--- config.mk ---
export PLATFORM = sky130hd
export DESIGN_NAME = dac_seq_flat
export DESIGN_NICKNAME = d
export VERILOG_FILES = /design/src/rtl/dac_seq_if.sv /design/src/rtl/dac_seq.sv /design/src/flat_wrapper.sv
export SDC_FILE = /design/constraint.sdc
export NUM_CORES = 1
export LEC_CHECK = 0
export ABC_AREA = 1
export BUFFER_PORTS_ARGS = -buffer_cell sky130_fd_sc_hd__buf_4
export CAP_MARGIN = 10
export CORE_AREA = 2 2 120 122
export CTS_BUF_LIST = sky130_fd_sc_hd__clkbuf_4
export DETAILED_ROUTE_END_ITERATION = 8
export DIE_AREA = 0 0 122 124
export PLACE_DENSITY = 0.8
export RECOVER_POWER = 50
export SETUP_SLACK_MARGIN = 0.02
export SLEW_MARGIN = 5
export SYNTH_ARGS = -nofsm -noshare
export SYNTH_HDL_FRONTEND = slang
export SYNTH_SLANG_ARGS = --single-unit
--- constraint.sdc ---
create_clock -name clk -period 11 [get_ports clk]
set_clock_uncertainty 0.1 [all_clocks]
set_input_delay 2.2 -clock clk [delete_from_list [all_inputs] [get_ports clk]]
set_output_delay 2.2 -clock clk [all_outputs]
set_load 0.05 [all_outputs]
--- src/rtl/dac_seq_if.sv ---
// Control and DAC-side signal bundle for dac_seq. The master side is the
// register/control logic; the slave side is the sequencer itself.
interface dac_seq_if #(
  parameter int DW    = 8,
  parameter int DEPTH = 16,
  parameter int DIVW  = 16
);
  localparam int IW = $clog2(DEPTH);

  logic                  en;
  logic                  start;
  logic                  mode;
  logic [DIVW-1:0]       divider;
  logic [DEPTH*DW-1:0]   up_tbl;
  logic [DEPTH*DW-1:0]   down_tbl;
  logic [IW:0]           up_len;
  logic [IW:0]           down_len;
  logic [DW-1:0]         idle_val;
  logic [DW-1:0]         out;
  logic                  phase;
  logic                  busy;
  logic                  step;
  logic                  done;

  modport master (
    output en, start, mode, divider, up_tbl, down_tbl, up_len, down_len, idle_val,
    input  out, phase, busy, step, done
  );

  modport slave (
    input  en, start, mode, divider, up_tbl, down_tbl, up_len, down_len, idle_val,
    output out, phase, busy, step, done
  );
endinterface

--- src/rtl/dac_seq.sv ---
// Two-phase (up table, then down table) DAC waveform sequencer with a
// divided sample rate, one-shot/continuous modes and a done pulse.
module dac_seq #(
  parameter int DW    = 8,
  parameter int DEPTH = 16,
  parameter int DIVW  = 16
) (
  input  logic      clk,
  input  logic      rst,
  dac_seq_if.slave  bus
);
  localparam int IW = $clog2(DEPTH);
  localparam logic [IW:0]     LEN_MAX = (IW+1)'(DEPTH);
  localparam logic [IW:0]     LEN_ONE = (IW+1)'(1);
  localparam logic [IW-1:0]   IDX_ONE = IW'(1);
  localparam logic [DIVW-1:0] DIV_ONE = DIVW'(1);

  typedef enum logic [1:0] {S_IDLE, S_UP, S_DOWN} state_e;

  state_e          state_q, state_d;
  logic [IW-1:0]   idx_q, idx_d;
  logic [DIVW-1:0] divcnt_q, divcnt_d;
  logic [DIVW-1:0] div_l_q, div_l_d;
  logic [IW:0]     up_len_l_q, up_len_l_d;
  logic [IW:0]     dn_len_l_q, dn_len_l_d;
  logic            mode_l_q, mode_l_d;
  logic [DW-1:0]   out_q, out_d;
  logic            step_q, step_d;
  logic            done_q, done_d;

  logic [DW-1:0]   up_a [DEPTH];
  logic [DW-1:0]   dn_a [DEPTH];
  logic [IW:0]     up_c, dn_c;
  logic            tick, launch, eos, up_last, dn_last;

  for (genvar i = 0; i < DEPTH; i++) begin : g_unpack
    assign up_a[i] = bus.up_tbl[i*DW +: DW];
    assign dn_a[i] = bus.down_tbl[i*DW +: DW];
  end

  // Clamping here keeps idx strictly below DEPTH, so table reads never go out of range.
  assign up_c    = (bus.up_len   > LEN_MAX) ? LEN_MAX : bus.up_len;
  assign dn_c    = (bus.down_len > LEN_MAX) ? LEN_MAX : bus.down_len;
  assign tick    = (divcnt_q == div_l_q);
  assign up_last = ({1'b0, idx_q} + LEN_ONE) >= up_len_l_q;
  assign dn_last = ({1'b0, idx_q} + LEN_ONE) >= dn_len_l_q;

  always_comb begin
    state_d    = state_q;
    idx_d      = idx_q;
    divcnt_d   = divcnt_q;
    div_l_d    = div_l_q;
    up_len_l_d = up_len_l_q;
    dn_len_l_d = dn_len_l_q;
    mode_l_d   = mode_l_q;
    step_d     = 1'b0;
    done_d     = 1'b0;
    launch     = 1'b0;
    eos        = 1'b0;

    if (!bus.en) begin
      state_d  = S_IDLE;
      idx_d    = '0;
      divcnt_d = '0;
    end else begin
      unique case (state_q)
        S_IDLE: launch = bus.start && ((up_c != '0) || (dn_c != '0));
        S_UP: begin
          if (!tick) divcnt_d = divcnt_q + DIV_ONE;
          else begin
            divcnt_d = '0;
            if (!up_last) begin
              idx_d  = idx_q + IDX_ONE;
              step_d = 1'b1;
            end else if (dn_len_l_q != '0) begin
              state_d = S_DOWN;
              idx_d   = '0;
              step_d  = 1'b1;
            end else eos = 1'b1;
          end
        end
        S_DOWN: begin
          if (!tick) divcnt_d = divcnt_q + DIV_ONE;
          else begin
            divcnt_d = '0;
            if (!dn_last) begin
              idx_d  = idx_q + IDX_ONE;
              step_d = 1'b1;
            end else eos = 1'b1;
          end
        end
        default: state_d = S_IDLE;
      endcase

      if (eos) begin
        done_d  = 1'b1;
        state_d = S_IDLE;
        idx_d   = '0;
        // Continuous restart re-reads live config, so it obeys the same zero-length rule as start.
        launch  = mode_l_q && ((up_c != '0) || (dn_c != '0));
      end

      if (launch) begin
        div_l_d    = bus.divider;
        up_len_l_d = up_c;
        dn_len_l_d = dn_c;
        mode_l_d   = bus.mode;
        state_d    = (up_c != '0) ? S_UP : S_DOWN;
        idx_d      = '0;
        divcnt_d   = '0;
        step_d     = 1'b1;
      end
    end

    unique case (state_d)
      S_UP:    out_d = up_a[idx_d];
      S_DOWN:  out_d = dn_a[idx_d];
      default: out_d = bus.idle_val;
    endcase
  end

  always_ff @(posedge clk or posedge rst) begin
    if (rst) begin
      state_q    <= S_IDLE;
      idx_q      <= '0;
      divcnt_q   <= '0;
      div_l_q    <= '0;
      up_len_l_q <= '0;
      dn_len_l_q <= '0;
      mode_l_q   <= 1'b0;
      out_q      <= '0;
      step_q     <= 1'b0;
      done_q     <= 1'b0;
    end else begin
      state_q    <= state_d;
      idx_q      <= idx_d;
      divcnt_q   <= divcnt_d;
      div_l_q    <= div_l_d;
      up_len_l_q <= up_len_l_d;
      dn_len_l_q <= dn_len_l_d;
      mode_l_q   <= mode_l_d;
      out_q      <= out_d;
      step_q     <= step_d;
      done_q     <= done_d;
    end
  end

  assign bus.out   = out_q;
  assign bus.phase = (state_q == S_DOWN);
  assign bus.busy  = (state_q != S_IDLE);
  assign bus.step  = step_q;
  assign bus.done  = done_q;
endmodule

--- src/flat_wrapper.sv ---
// flat-port wrapper written by rule: the top's interface ports become plain ports
module dac_seq_flat 
#(
  parameter int DW    = 8,
  parameter int DEPTH = 16,
  parameter int DIVW  = 16
)
  (clk, rst, bus_en, bus_start, bus_mode, bus_divider, bus_up_tbl, bus_down_tbl, bus_up_len, bus_down_len, bus_idle_val, bus_out, bus_phase, bus_busy, bus_step, bus_done);
  dac_seq_if #(.DW(DW), .DEPTH(DEPTH), .DIVW(DIVW)) bus_i ();
  input  logic clk;
  input  logic rst;
  input wire logic [$bits(bus_i.en)-1:0] bus_en;
  input wire logic [$bits(bus_i.start)-1:0] bus_start;
  input wire logic [$bits(bus_i.mode)-1:0] bus_mode;
  input wire logic [$bits(bus_i.divider)-1:0] bus_divider;
  input wire logic [$bits(bus_i.up_tbl)-1:0] bus_up_tbl;
  input wire logic [$bits(bus_i.down_tbl)-1:0] bus_down_tbl;
  input wire logic [$bits(bus_i.up_len)-1:0] bus_up_len;
  input wire logic [$bits(bus_i.down_len)-1:0] bus_down_len;
  input wire logic [$bits(bus_i.idle_val)-1:0] bus_idle_val;
  output wire logic [$bits(bus_i.out)-1:0] bus_out;
  output wire logic [$bits(bus_i.phase)-1:0] bus_phase;
  output wire logic [$bits(bus_i.busy)-1:0] bus_busy;
  output wire logic [$bits(bus_i.step)-1:0] bus_step;
  output wire logic [$bits(bus_i.done)-1:0] bus_done;
  assign bus_i.en = bus_en;
  assign bus_i.start = bus_start;
  assign bus_i.mode = bus_mode;
  assign bus_i.divider = bus_divider;
  assign bus_i.up_tbl = bus_up_tbl;
  assign bus_i.down_tbl = bus_down_tbl;
  assign bus_i.up_len = bus_up_len;
  assign bus_i.down_len = bus_down_len;
  assign bus_i.idle_val = bus_idle_val;
  assign bus_out = bus_i.out;
  assign bus_phase = bus_i.phase;
  assign bus_busy = bus_i.busy;
  assign bus_step = bus_i.step;
  assign bus_done = bus_i.done;
  dac_seq #(.DW(DW), .DEPTH(DEPTH), .DIVW(DIVW)) u_core (.clk(clk), .rst(rst), .bus(bus_i));
endmodule
==> results.py <==
metrics = {
    "outcome": {
        "outcome": "finished, violations left",
        "violations": "max-capacitance violations, max-slew violations",
    },
    "global_route": {
        "antenna_found_initial": 0,
        "overflow": 0,
        "gr-usage-all-layers_pct": 35.2,
        "grt_pass1_wl_mm": 41.2,
        "grt_pass1_vias": 7871,
        "grt_max_degree": 108,
    },
    "die": {
        "start_util_pct": 46.5,
        "coreArea_mm2": 0.0137,
        "io_pins": 307,
        "die_w_um": 122,
        "die_y_um": 124,
        "fp.dieArea_mm2": 0.0151,
        "row_count": 43,
    },
    "timing": {
        "rsz0062_at_grt": "no",
        "min_period_over_period_pct": 51.7,
        "layout_min_cycle_time_ns": 5.69,
        "worst_slew_margin_rel_pct": -113,
        "final_max_slew_viol_count": 60,
        "hold_violations": 0,
        "timing.setup.tns_ns": 0,
        "fmax_mhz": 176,
        "setup_viol": 0,
        "worst_slew_pin_slew_ns": 3.20,
    },
    "synthesis": {
        "synth_common_cells": "362 x nand2_1, 277 x nand3_1, 70 x inv_1",
        "yosysMostFrequentCell": "nand2_1",
        "synth_cell_types": 35,
        "syn-num-nets": 1398,
        "yosysSeqAreaShare_pct": 23.1,
        "synth_edf_count": 0,
        "ys.flop_type": "dfrtp_1",
        "synth_area_leaders": "dfrtp_1 23%, nand3_1 22%, nand2_1 21%",
        "ys_ff_latch": 59,
        "yosys.area.top_type": "dfrtp_1",
        "syn_inst": 1085,
        "avgSynthCellArea_um2": 5.88,
        "async_reset_ff_share_pct": 100,
        "syn_area_mm2": 0.00638,
        "yosysTopAreaCellShare_pct": 23.1,
        "yosysWarnings": 0,
    },
    "cts": {
        "ctsLongestPathBuffers": 2,
        "htreeDepth": 3,
        "ctsHoldBuffers": 0,
        "cts.clk_slew.worst_paths_ns": 0.10,
        "clock_latency_ns": 0.40,
        "cts_root_buffer": "clkbuf_4",
        "cts_tree": "built",
        "cts_resized": 0,
        "cts_setup_buffers": 0,
        "clkSinkCount": 59,
        "tritoncts.num_buffers": 9,
    },
    "pwr": {
        "swShare_pct": 41.8,
        "p_int_uw": 497,
        "switching_power_uw": 357,
        "power_frac_clock_pct": 20.7,
        "sequentialPowerShare_pct": 30.7,
        "powerDensity_mw_per_mm2": 98.6,
        "leakage_nw": 4.49,
        "share_comb_of_total_power_pct": 48.6,
        "max-vdd-ir-drop_mv": 0.0682,
    },
    "critical_path": {
        "required_ns": 11.25,
        "critPathArrivalTime_ns": 5.94,
        "critPathMaxFanout": 61,
        "crit_type": "input port to flop",
        "worst_r2r_path_depth": 20,
        "end_kind": "flop",
        "start_kind": "input port",
    },
    "route": {
        "wire_per_inst_um": 18.0,
        "vias_per_cell": 5.59,
        "drt_iter0_markers": 805,
        "first_pass_iters": 9,
        "drc": 0,
        "drt_wl_total_mm": 27.3,
        "vias": 8487,
        "ant_nets": 0,
    },
    "layout": {
        "syn2layout_area_growth_pct": 35.8,
        "final_nets": 1647,
        "fin_util_pct": 63.1,
        "diodes": 0,
        "finalNonFillerCells": 1519,
        "final_area_mm2": 0.00866,
        "drive_above_1_share_pct": 26.1,
    },
    "flow_run": {
        "cap_violations": 1,
    },
    "placement": {
        "hpwl_mm": 21.4,
        "dpl-instance-area_mm2": 0.00853,
        "io_buffer_count": 306,
        "routabilityCongestion": 0.997,
        "place_inst": 1503,
    },
    "hold_path": {
        "hold_depth": 2,
        "hp-class": "flop to flop",
    },
}
## cell type report
| class | instances | area (um2) |
|---|---|---|
| inverter | 90 | 340 |
| multi-input combinational | 861 | 4140 |
| clock inverter | 6 | 80.1 |
| fill | 1372 | 5060 |
| sequential | 59 | 1480 |
| tap | 180 | 225 |
| clock buffer | 10 | 75.1 |
| timing repair buffer | 313 | 2330 |
## flip-flops by register name, indices dropped and copies added, names as in the netlist
signal / count
u_core.bus.out: 8
u_core.divcnt_q: 16
u_core.up_len_l_q: 5
u_core.div_l_q: 16
u_core.state_q: 2
u_core.idx_q: 4
u_core.dn_len_l_q: 5
u_core.bus.done: 1
u_core.bus.step: 1
u_core.mode_l_q: 1
## power by group through the flow
stage               Clock (mW)  Sequential [mW]  Combinational (mW)
floorplan                    0            0.275               0.244
global placement             0            0.265               0.408
detailed placement           0            0.265               0.411
CTS                      0.180            0.262               0.412
global route             0.189            0.265               0.459
finish                   0.177            0.262               0.415
## per-stage QoR
stage	worst slack, ns	power (mW)	hold WS [ns]
4_1_cts	5.40	0.853	0.411
6_report	5.31	0.854	0.403
2_1_floorplan	6.59	0.519	0.355
3_3_place_gp	5.17	0.673	0.377
5_1_grt	4.88	0.913	0.438
3_5_place_dp	4.97	0.676	0.384
## final timing paths
check	from	endpoint	slack, ns
min in group asynchronous	rst	u_core.div_l_q[13]$_DFFE_PP0P_	2.92
worst min register to register	u_core.up_len_l_q[0]$_DFFE_PP0P_	u_core.up_len_l_q[0]$_DFFE_PP0P_	0.40
worst min-delay path	u_core.up_len_l_q[0]$_DFFE_PP0P_	u_core.up_len_l_q[0]$_DFFE_PP0P_	0.40
max in group asynchronous	rst	u_core.dn_len_l_q[4]$_DFFE_PP0P_	6.08
worst max-delay path	bus_up_len[1]	u_core.bus.out[5]$_DFF_PP0_	5.31
worst max register to register	u_core.idx_q[0]$_DFF_PP0_	u_core.bus.out[5]$_DFF_PP0_	5.58
## placed cells by master, fill, tap and decap left out
cell type	Yosys	final
a211oi_1	2	2
a21oi_1	14	14
a31oi_1	1	1
buf_4	10	306
bufinv_16	0	2
clkbuf_1	26	6
clkbuf_4	0	11
clkinv_1	2	4
clkinv_2	0	1
clkinvlp_4	0	1
dfrtp_1	59	59
ha_1	18	18
inv_1	70	70
inv_2	17	17
inv_4	1	1
nand2_1	362	362
nand2_2	1	1
nand3_1	277	277
nand3_2	6	5
nand3_4	0	1
nand4_1	62	62
nor2_1	42	41
nor2_2	3	3
nor2_4	0	1
nor3_1	14	14
nor3b_1	1	1
nor4_1	2	2
nor4b_1	1	1
o2111ai_1	1	1
o211ai_1	3	3
o21a_1	2	2
o21ai_0	33	33
o21ai_1	4	4
o22ai_1	2	2
o31ai_1	1	1
xnor2_1	2	2
xor2_1	7	7
## routing by layer
metal | wire (um) | up-vias | share of wire, % | GRT usage [%]
met5 | 0 | - | 0 | 0
met4 | 905 | 0 | 3.3 | 12.6
met3 | 2170 | 67 | 8.0 | 6.78
met2 | 13600 | 413 | 50 | 60.1
met1 | 10600 | 3879 | 39 | 44.4
li1 | - | 4128 | - | -
## cell families (layout without fill, tap and decap cells)
family	count (synthesis)	count (layout)	share of synthesized area, %
DFF	59	59	23.1
adders and majority gates	18	18	3.53
and+or+nand+nor	771	771	54.5
xor gates and xnor gates	9	9	1.24
AOI/OAI and AO/OA	63	63	5.37
buffers and inverters	165	419	12.3
## critical path, cell delays in order
cell	delay, ns
buf_4	0.12
nor3_1	0.19
nand2_1	0.12
nor2_1	0.18
nor2_1	0.06
nand4_1	0.10
nand2_2	0.09
inv_4	0.48
nand3_2	0.73
inv_1	1.03
nand3_1	0.20
nand3_1	0.12
nand3_1	0.09
nand2_1	0.08
nand2_1	0.06
nand2_1	0.07
No activity file was read; power rests on OpenSTA's default activity.
